==> src/rtl/img_window_pkg.sv <==
// Shared encodings and default widths for the image window path.
// Used by the frame sequencer and the 3-line window buffer.
package img_window_pkg;

  localparam int DW_DEF  = 24;
  localparam int W_W_DEF = 11;
  localparam int H_W_DEF = 10;

  localparam logic [1:0] ST_IDLE  = 2'd0;
  localparam logic [1:0] ST_RUN   = 2'd1;
  localparam logic [1:0] ST_FLUSH = 2'd2;
  localparam logic [1:0] ST_DONE  = 2'd3;

  typedef enum logic [1:0] {
    IDLE  = ST_IDLE,
    RUN   = ST_RUN,
    FLUSH = ST_FLUSH,
    DONE  = ST_DONE
  } state_t;

endpackage

==> src/rtl/img_pos_counter.sv <==
// Column/row position counter with clear, enable and W/H wrap.
// col/row/last describe the current beat; clr makes it (0,0).
module img_pos_counter
  import img_window_pkg::*;
#(
  parameter int W_W = W_W_DEF,
  parameter int H_W = H_W_DEF
) (
  input  logic           clk,
  input  logic           reset,
  input  logic           clr,
  input  logic           en,
  input  logic [W_W-1:0] width,
  input  logic [H_W-1:0] height,
  output logic [W_W-1:0] col,
  output logic [H_W-1:0] row,
  output logic           last
);

  logic [W_W-1:0] col_q;
  logic [H_W-1:0] row_q;
  logic           col_end;
  logic           row_end;

  always_comb begin
    col     = clr ? '0 : col_q;
    row     = clr ? '0 : row_q;
    col_end = (col == width - W_W'(1));
    row_end = (row == height - H_W'(1));
    last    = col_end && row_end;
  end

  always_ff @(posedge clk or negedge reset) begin
    if (!reset) begin
      col_q <= '0;
      row_q <= '0;
    end else if (en) begin
      if (col_end) begin
        col_q <= '0;
        row_q <= row_end ? '0 : row + H_W'(1);
      end else begin
        col_q <= col + W_W'(1);
        row_q <= row;
      end
    end else if (clr) begin
      col_q <= '0;
      row_q <= '0;
    end
  end

endmodule

==> src/rtl/img_window_ctrl.sv <==
// Frame sequencer ahead of the 3-line window buffer: forwards pixels,
// appends one zero flush row, tags centre row/col, flags errors.
module img_window_ctrl
  import img_window_pkg::*;
#(
  parameter int DW        = DW_DEF,
  parameter int W_W       = W_W_DEF,
  parameter int H_W       = H_W_DEF,
  parameter int FLUSH_GAP = 0
) (
  input  logic           clk,
  input  logic           reset,
  input  logic [W_W-1:0] img_width,
  input  logic [H_W-1:0] img_height,
  input  logic           sof_i,
  input  logic [DW-1:0]  pix_i,
  input  logic           pix_valid_i,
  output logic [DW-1:0]  lb_data_o,
  output logic           lb_valid_o,
  output logic           ctr_valid_o,
  output logic [H_W-1:0] ctr_row_o,
  output logic [W_W-1:0] ctr_col_o,
  output logic           busy_o,
  output logic           frame_done_o,
  output logic [1:0]     err_o
);

  localparam int GW = (FLUSH_GAP > 0) ? $clog2(FLUSH_GAP + 1) : 1;

  state_t         state;
  state_t         nxt;
  logic [W_W-1:0] w_q;
  logic [H_W-1:0] h_q;
  logic [W_W-1:0] cfg_w;
  logic [H_W-1:0] cfg_h;
  logic [GW-1:0]  gap_q;
  logic           pend_q;

  logic           start;
  logic           load;
  logic           acc;
  logic           fl_beat;
  logic           fl_clr;
  logic [W_W-1:0] in_col;
  logic [H_W-1:0] in_row;
  logic           in_last;
  logic [W_W-1:0] fl_col;
  logic [H_W-1:0] fl_row;
  logic           fl_last;
  logic           unused_fl;

  assign unused_fl = ^fl_row;

  // A start request only becomes a frame if the new geometry is non-empty.
  always_comb begin
    start   = (sof_i && state != FLUSH) || (state == DONE && pend_q);
    load    = start && (|img_width) && (|img_height);
    cfg_w   = load ? img_width : w_q;
    cfg_h   = load ? img_height : h_q;
    acc     = pix_valid_i && (load || (state == RUN && !sof_i));
    fl_clr  = acc && in_last;
    fl_beat = (state == FLUSH) && (gap_q == '0);
    nxt     = state;
    case (state)
      IDLE:    nxt = state;
      RUN:     if (sof_i) nxt = IDLE;
               else if (fl_clr) nxt = FLUSH;
      FLUSH:   if (fl_beat && fl_last) nxt = DONE;
      DONE:    nxt = IDLE;
      default: nxt = IDLE;
    endcase
    if (load) nxt = fl_clr ? FLUSH : RUN;
  end

  img_pos_counter #(.W_W(W_W), .H_W(H_W)) u_in_pos (
    .clk    (clk),
    .reset  (reset),
    .clr    (load),
    .en     (acc),
    .width  (cfg_w),
    .height (cfg_h),
    .col    (in_col),
    .row    (in_row),
    .last   (in_last)
  );

  img_pos_counter #(.W_W(W_W), .H_W(H_W)) u_fl_pos (
    .clk    (clk),
    .reset  (reset),
    .clr    (fl_clr),
    .en     (fl_beat),
    .width  (w_q),
    .height (H_W'(1)),
    .col    (fl_col),
    .row    (fl_row),
    .last   (fl_last)
  );

  always_ff @(posedge clk or negedge reset) begin
    if (!reset) begin
      state        <= IDLE;
      w_q          <= '0;
      h_q          <= '0;
      gap_q        <= '0;
      pend_q       <= 1'b0;
      lb_data_o    <= '0;
      lb_valid_o   <= 1'b0;
      ctr_valid_o  <= 1'b0;
      ctr_row_o    <= '0;
      ctr_col_o    <= '0;
      busy_o       <= 1'b0;
      frame_done_o <= 1'b0;
      err_o        <= '0;
    end else begin
      state        <= nxt;
      busy_o       <= (nxt == RUN) || (nxt == FLUSH);
      frame_done_o <= (state == DONE);
      lb_valid_o   <= acc || fl_beat;
      lb_data_o    <= acc ? pix_i : '0;
      ctr_valid_o  <= (acc && in_row != '0) || fl_beat;
      unique case (1'b1)
        acc: begin
          ctr_row_o <= (in_row != '0) ? in_row - H_W'(1) : '0;
          ctr_col_o <= in_col;
        end
        fl_beat: begin
          ctr_row_o <= h_q - H_W'(1);
          ctr_col_o <= fl_col;
        end
        default: begin
          ctr_row_o <= '0;
          ctr_col_o <= '0;
        end
      endcase
      if (load) begin
        w_q <= img_width;
        h_q <= img_height;
      end
      if (state == DONE) pend_q <= 1'b0;
      else if (state == FLUSH && sof_i) pend_q <= 1'b1;
      if (state == RUN && sof_i) err_o[0] <= 1'b1;
      if (state == FLUSH && pix_valid_i) err_o[1] <= 1'b1;
      if (fl_clr) gap_q <= '0;
      else if (fl_beat) gap_q <= GW'(FLUSH_GAP);
      else if (gap_q != '0) gap_q <= gap_q - GW'(1);
    end
  end

endmodule

==> config.mk <==
export PLATFORM = sky130hd
export DESIGN_NAME = img_window_ctrl
export DESIGN_NICKNAME = d
export VERILOG_FILES = /design/src/rtl/img_window_pkg.sv /design/src/rtl/img_pos_counter.sv /design/src/rtl/img_window_ctrl.sv
export SDC_FILE = /design/constraint.sdc
export NUM_CORES = 1
export LEC_CHECK = 0
export CAP_MARGIN = 20
export CELL_PAD_IN_SITES_DETAIL_PLACEMENT = 0
export CELL_PAD_IN_SITES_GLOBAL_PLACEMENT = 1
export CORE_MARGIN = 1.5
export CORE_UTILIZATION = 44
export DETAILED_ROUTE_END_ITERATION = 8
export DONT_BUFFER_PORTS = 1
export PLACE_DENSITY_LB_ADDON = 0.1
export RECOVER_POWER = 100
export SLEW_MARGIN = 20
export SYNTH_ARGS = -nofsm -noshare
export SYNTH_HDL_FRONTEND = slang
export SYNTH_SLANG_ARGS = --single-unit
==> constraint.sdc <==
create_clock -name clk -period 4.8 [get_ports clk]
set_input_delay 0.48 -clock clk [delete_from_list [all_inputs] [get_ports clk]]
set_output_delay 0.48 -clock clk [all_outputs]
set_load 0.02 [all_outputs]
Word-level counts from Yosys, hierarchy flattened:

Index checks and enable logic that the tools add are counted.

* bits in registers: 118
* input bits: 49
* output and inout port bits: 51
* logic and storage cells: 96

* add/sub/neg operators: 10
* equality and inequality tests: 9
* multiplexer cells: 31
* bitwise operators: 1
* reductions and logical operators: 27

Operator list (number)
* 2-to-1 mux 10 bit: 10
* 2-to-1 mux 11 bit: 7
* subtractor 10 x 1 -> 10 bit, second input constant: 3
* 2-to-1 mux 24 bit: 1
* adder 11 x 1 -> 11 bit, second input constant: 2
* equality test 11 bit: 2
* case mux 11 bit (2 select lines): 1
* subtractor 11 x 1 -> 11 bit, second input constant: 2
* adder 10 x 1 -> 10 bit, second input constant: 2
* case mux 10 bit (2 select lines): 1
* logical AND 1 bit: 15
* OR reduction 11 bit: 1
* equality test 10 bit: 1
* logical NOT 10 bit: 1
* 2-to-1 mux 2 bit: 5
* nonzero test 10 bit: 1
* OR reduction 10 bit: 1
* case mux 2 bit (4 select lines): 1
* equality test 2 bit, second input constant: 3
* logical OR 1 bit: 5
* 2-to-1 mux 1 bit: 5
* equality test 2 x 1 -> 1 bit, second input constant: 2
* logical NOT 2 bit: 1
* != test 2 bit, second input constant: 1
* 4 further kinds: 4

Logic depth before layout (Yosys ltp):

* word-level depth: 19
* mapped depth: 24
* gate-level depth less buffers: 19

By module:

Synthesis repeated with hierarchy kept, for this count alone.

* cell total of the unflattened synthesis: 782
* area, all modules: 7567.3 um^2

Modules (own cells, without submodules)
* img_pos_counter: instances 2, cells each 261, area each 2118.3 um^2, seq. area each 525.5 um^2
* img_window_ctrl: instances 1, cells each 260, area each 3330.7 um^2, seq. area each 1876.8 um^2

Least setup slack after synthesis:

OpenSTA, ideal clock, no wires.

* path kind: input-to-reg
* start: input port img_height[0]
* end: register u_fl_pos.row_q[8]
* setup time: 0.079 ns
* arrival: 4.902 ns
* required time: 4.721 ns
* slack: -0.181 ns
* stages on the path: 22
* buffers on the path: 4
* cell sequence: nor3_1 > nand3_1 > nand3_1 > clkbuf_1 > buf_1 > mux2i_1 > ha_1 > nand2b_1 > or4_4 > nand3_2 > nand4b_4 > o31ai_4 > buf_4 > nand2_1 > clkbuf_1 > nand2_1 > inv_1 > ha_1 > and3_1 > and3_1 > a31o_1 > a21oi_1

* word-level cells in the longest chain between the ends: 12
* elaborated cells on any way between the ends: 22
* classes of those cells: add/sub: 3; eq/ne: 3; mux: 9; reduce/logical: 7

RTL lines
* start: declaration: line img_window_ctrl.sv:14 `input logic [H_W-1:0] img_height,`
* OR reduction 10 bit: line img_window_ctrl.sv:57 `load = start && (|img_width) && (|img_height);`
* logical AND 1 bit: line img_window_ctrl.sv:57
* 2-to-1 mux 11 bit or 2-to-1 mux 10 bit (tied branches)
* subtractor 11 x 1 -> 11 bit or subtractor 10 x 1 -> 10 bit (tied branches): line img_pos_counter.sv:28, img_pos_counter.sv:29
* equality test 11 bit or equality test 10 bit (tied branches): line img_pos_counter.sv:28, img_pos_counter.sv:29
* logical AND 1 bit: line img_pos_counter.sv:30 `last = col_end && row_end;`
* logical AND 1 bit (*): line img_window_ctrl.sv:61 `fl_clr = acc && in_last;`
* 2-to-1 mux 10 bit: line img_pos_counter.sv:27 `row = clr ? '0 : row_q;`
* adder 10 x 1 -> 10 bit or logical NOT 10 bit (tied branches): line img_pos_counter.sv:40, img_pos_counter.sv:29
* 2-to-1 mux 10 bit: line img_pos_counter.sv:40 `row_q <= row_end ? '0 : row + H_W'(1);`
* 2-to-1 mux 10 bit: line img_pos_counter.sv:38 `if (col_end) begin`
* 2-to-1 mux 10 bit (*): line img_pos_counter.sv:37 `end else if (en) begin`
* end signal: assignment: line img_pos_counter.sv:40
* end signal: assignment: line img_pos_counter.sv:43 `row_q <= row;`
* end: declaration: line img_pos_counter.sv:21 `logic [H_W-1:0] row_q;`

Mark *: on every way between the ends. The rest lies on a longest branch, timed or not.
A chain may end at the register's enable or synchronous reset.

Worst setup path after layout:

* start: register state[1]
* end: register u_fl_pos.row_q[0]

* word-level cells in the longest chain between the ends: 15
* elaborated cells on any way between the ends: 31
* classes of those cells: add/sub: 3; eq/ne: 7; mux: 9; reduce/logical: 12

RTL lines
* start: declaration: line img_window_ctrl.sv:30 `state_t state;`
* start signal: assignment: line img_window_ctrl.sv:115 `state <= nxt;`
* != test 2 bit or equality test 2 bit (tied branches): line img_window_ctrl.sv:56 `start = (sof_i && state != FLUSH) || (state == DONE && pend_q);`
* logical AND 1 bit: line img_window_ctrl.sv:56
* logical OR 1 bit: line img_window_ctrl.sv:56
* logical AND 1 bit (2 in series): line img_window_ctrl.sv:57
* 2-to-1 mux 11 bit or 2-to-1 mux 10 bit (tied branches)
* subtractor 11 x 1 -> 11 bit or subtractor 10 x 1 -> 10 bit (tied branches): line img_pos_counter.sv:28, img_pos_counter.sv:29
* equality test 11 bit or equality test 10 bit (tied branches): line img_pos_counter.sv:28, img_pos_counter.sv:29
* logical AND 1 bit: line img_pos_counter.sv:30
* logical AND 1 bit: line img_window_ctrl.sv:61
* 2-to-1 mux 10 bit: line img_pos_counter.sv:27
* adder 10 x 1 -> 10 bit or logical NOT 10 bit (tied branches): line img_pos_counter.sv:40, img_pos_counter.sv:29
* 2-to-1 mux 10 bit: line img_pos_counter.sv:40
* 2-to-1 mux 10 bit: line img_pos_counter.sv:38
* 2-to-1 mux 10 bit (*): line img_pos_counter.sv:37

Marks and branches as above.

==> metrics.txt <==
status finished with violations; failing checks max-capacitance violations, max-slew violations; crit path DAT around 4.8 ns; via count of the routed design approximately 5700; routed wl met2 around 9 mm; synthesized area roughly 0.0069 sq mm; # IOs 100; Synth warnings 0; power density cells 345 mW/mm^2; Worst EP required slightly above 5 ns; number of flops mapped to enable cells by yosys 0; Site Rows 45; cell area after placement 0.00706 sq mm; Tmin final between 4 and 5 ns; global placer's final weighted congestion roughly 0.90; Starting Density a little under half; Post-DP HPWL ~14 mm; Slew @ Worst Pin around 2.9 ns; Worst Skew between 0.015 and 0.02 ns; largest net degree at the start of global routing ~120; CTS Buf Count 17; clk root buf clkbuf_16; DRC viols 0; gr ovfl total 0; sequential share of the synthesized area a little over two fifths; Main synth FF type dfrtp_1; Synth Net Count approximately 840; CTS tree yes; ys async rst share 100%; Core Box Area 0.0153 sq mm; overall power 2.65 mW; routed wire length about 19 mm; Seq cells post-synth 117; Netlist cell types 73; Finished Cell Area 0.00768 sq mm; Syn Area/Cell between 8 and 9 sq um; vias in the first global route between 5000 and 6000; # Max-Cap Violations 1; WHS around 0.17 ns; Initial DRT Pass Iterations 5; met3 WL post-DR approximately 1.0 mm; Max FO, Critical Path 10; Avg WL per Cell 18.8 microns; Max Freq 0.222 GHz; Crit Path Class register to register; VDD IR max around 260 uV; fin crit share 93.9%; cell count after synthesis a little under 800; wire length on met1 8.17 mm; DR vias/cell 5.73; DR iter-0 viols 358; chip width between 100 and 150 microns; Chip Height ~130 microns; PortBufs 0; Slew Limit Fails between 100 and 150; P_leak around 3.6 nW; Layout Cells excl Fill 1000; clk_lat worst skew approximately 0.42 ns; CP Capture Type register; CTS Buffer Depth 2; setup violators final 0; area grow syn2layout 11.6%; layout cells sized above 1 10.1%; RSZ-0062 raised after global routing false; initial antenna violation count 0; top layer in use met4; first-pass GRT wire length 30.5 mm; die area about 0.016 sq mm; placed cell count 961; DRT antenna net count 0; Tightest Hold Check Type input pin to register; CTS sink count approximately 120; ANT cells 0; final core utilization ~50%; Slew HR -91.3%; Worst Setup Start Kind register; Worst-path clk slew around 0.060 ns; Fin. Hold Viols 0; H-tree depth reported by CTS 4; gr usage total between 20% and 30%; fin nets approximately 840
## synthesized netlist by cell type (all sizes together), types with 4 or more instances
library cell,number,area (sq um)
a21o,9,67.6
or4,7,56.3
nor3b,4,30.0
xnor2,28,245
a22o,8,70.1
clkbuf,34,128
o22ai,13,87.6
mux2i,6,60.1
nand2,117,439
and3,17,106
nor2,52,195
nor3,29,155
nand4,13,81.3
a22oi,4,30.0
ha,10,125
a31o,10,87.6
o21ai,34,170
or2,5,31.3
dfrtp,117,2930
a21oi,30,154
nor2b,5,31.3
nor4,18,134
xor2,27,236
nand3b,8,60.1
a31oi,6,37.5
nand2b,14,87.6
buf,15,97.6
o211ai,5,51.3
inv,33,124
nand3,29,155
or3,9,56.3
and2,28,175
## critical path, cell delays in order (launching register included)
cell and delay, ns:
dfrtp_1 0.45, nor2b_1 0.18, nor2_2 0.21, and3_2 0.35, mux2i_1 0.27, ha_1 0.20, nor3b_2 0.20, mux2_2 0.36
a22oi_1 0.19, a211oi_1 0.13, a31o_2 0.31, buf_4 0.16, a31o_1 0.20, o22ai_2 0.37, nor4_4 0.07, clkbuf_2 0.25
and2_0 0.21, mux2_2 0.27
## stage by stage
step | setup WS (ns) | setup TNS (ns)
global placement | 0.0829 | 0
global route | 0.0292 | 0
CTS | 0.102 | 0
detailed placement | -0.0330 | -0.211
finish | 0.291 | 0
floorplan | 0.0668 | 0
## cells by family after synthesis
group                      after synthesis  share of synthesized area (%)
xor gates and xnor gates                55                           7.00
AOI/OAI and AO/OA                      144                           14.6
and+or+nand+nor                        366                           27.8
adders and majority gates               10                           1.82
muxes                                    8                           1.20
buffers and inverters                   82                           5.07
DFF                                    117                           42.5
## layer usage
metal | vias up | GRT usage [%]
li1 | 2728 | -
met1 | 2811 | 31.3
met2 | 163 | 38.9
met3 | 32 | 6.18
met4 | 0 | 11.0
met5 | - | 0
## power by group
group	switching, mW	total, mW	leakage [nW]	internal (mW)
Sequential	0.0745	1.10	1.52	1.03
Clock	0.526	1.26	0.280	0.736
Combinational	0.179	0.287	1.75	0.109
Total	0.779	2.65	3.55	1.87
## flip-flops by register name, indices dropped and copies added (netlist names), 2 cells and up
| register | flops |
|---|---|
| lb_data_o | 24 |
| u_fl_pos.col_q | 11 |
| w_q | 11 |
| err_o | 2 |
| h_q | 10 |
| ctr_row_o | 10 |
| state | 2 |
| u_fl_pos.row_q | 10 |
| u_in_pos.row_q | 10 |
| ctr_col_o | 11 |
| u_in_pos.col_q | 11 |
## final timing paths
path	slack (ns)	to	cells past startpoint	start
setup / recovery	0.29	u_fl_pos.row_q[0]	17	state[1]
hold / removal	0.17	h_q[2]	2	img_height[2]
setup reg to reg	0.29	u_fl_pos.row_q[0]	17	state[1]
hold reg to reg	0.51	pend_q	2	pend_q
max in group asynchronous	2.13	ctr_col_o[3]	1	reset
min in group asynchronous	0.96	lb_data_o[23]	1	reset
## area by class of cell
class,instances,area (sq um)
Fill cell,1445,7580
Multi-Input combinational cell,583,3630
Sequential cell,117,2930
Clock buffer,17,425
Tap cell,211,264
Clock inverter,15,159
Timing Repair Buffer,24,146
Inverter,33,124
## cells in the final DEF (no fill, tap or decap), types with 4 or more instances in the layout
| cell | count |
|---|---|
| inv_8 | 4 |
| and3_1 | 16 |
| nand3_1 | 27 |
| a21oi_1 | 29 |
| a21o_1 | 9 |
| dfrtp_1 | 117 |
| or2_2 | 5 |
| mux2i_1 | 6 |
| o22ai_1 | 12 |
| nand3b_1 | 8 |
| a31o_2 | 5 |
| nand2_1 | 117 |
| inv_6 | 7 |
| a31oi_1 | 6 |
| nor3_1 | 26 |
| buf_4 | 11 |
| and2_1 | 8 |
| a31o_1 | 5 |
| nand4_1 | 13 |
| xor2_1 | 27 |
| or4_1 | 6 |
| xnor2_1 | 28 |
| nor2b_1 | 5 |
| clkbuf_1 | 7 |
| o211ai_1 | 4 |
| nor4_1 | 15 |
| or3_1 | 9 |
| and2_0 | 20 |
| nor2_1 | 51 |
| o21ai_0 | 33 |
| ha_1 | 10 |
| clkbuf_16 | 17 |
| a22oi_1 | 4 |
| a22o_1 | 8 |
| nand2b_1 | 14 |
| inv_1 | 33 |
## timing repair
action | 4_1_cts | 5_1_grt
endpoints found under the setup margin | 0 | 19
hold buffers | 1 | 0
hold endpoints to repair | 117 | 0
setup buffers | 0 | 6
gates resized for setup | 0 | 4
Note: power is estimated with default switching activity, not from simulation.
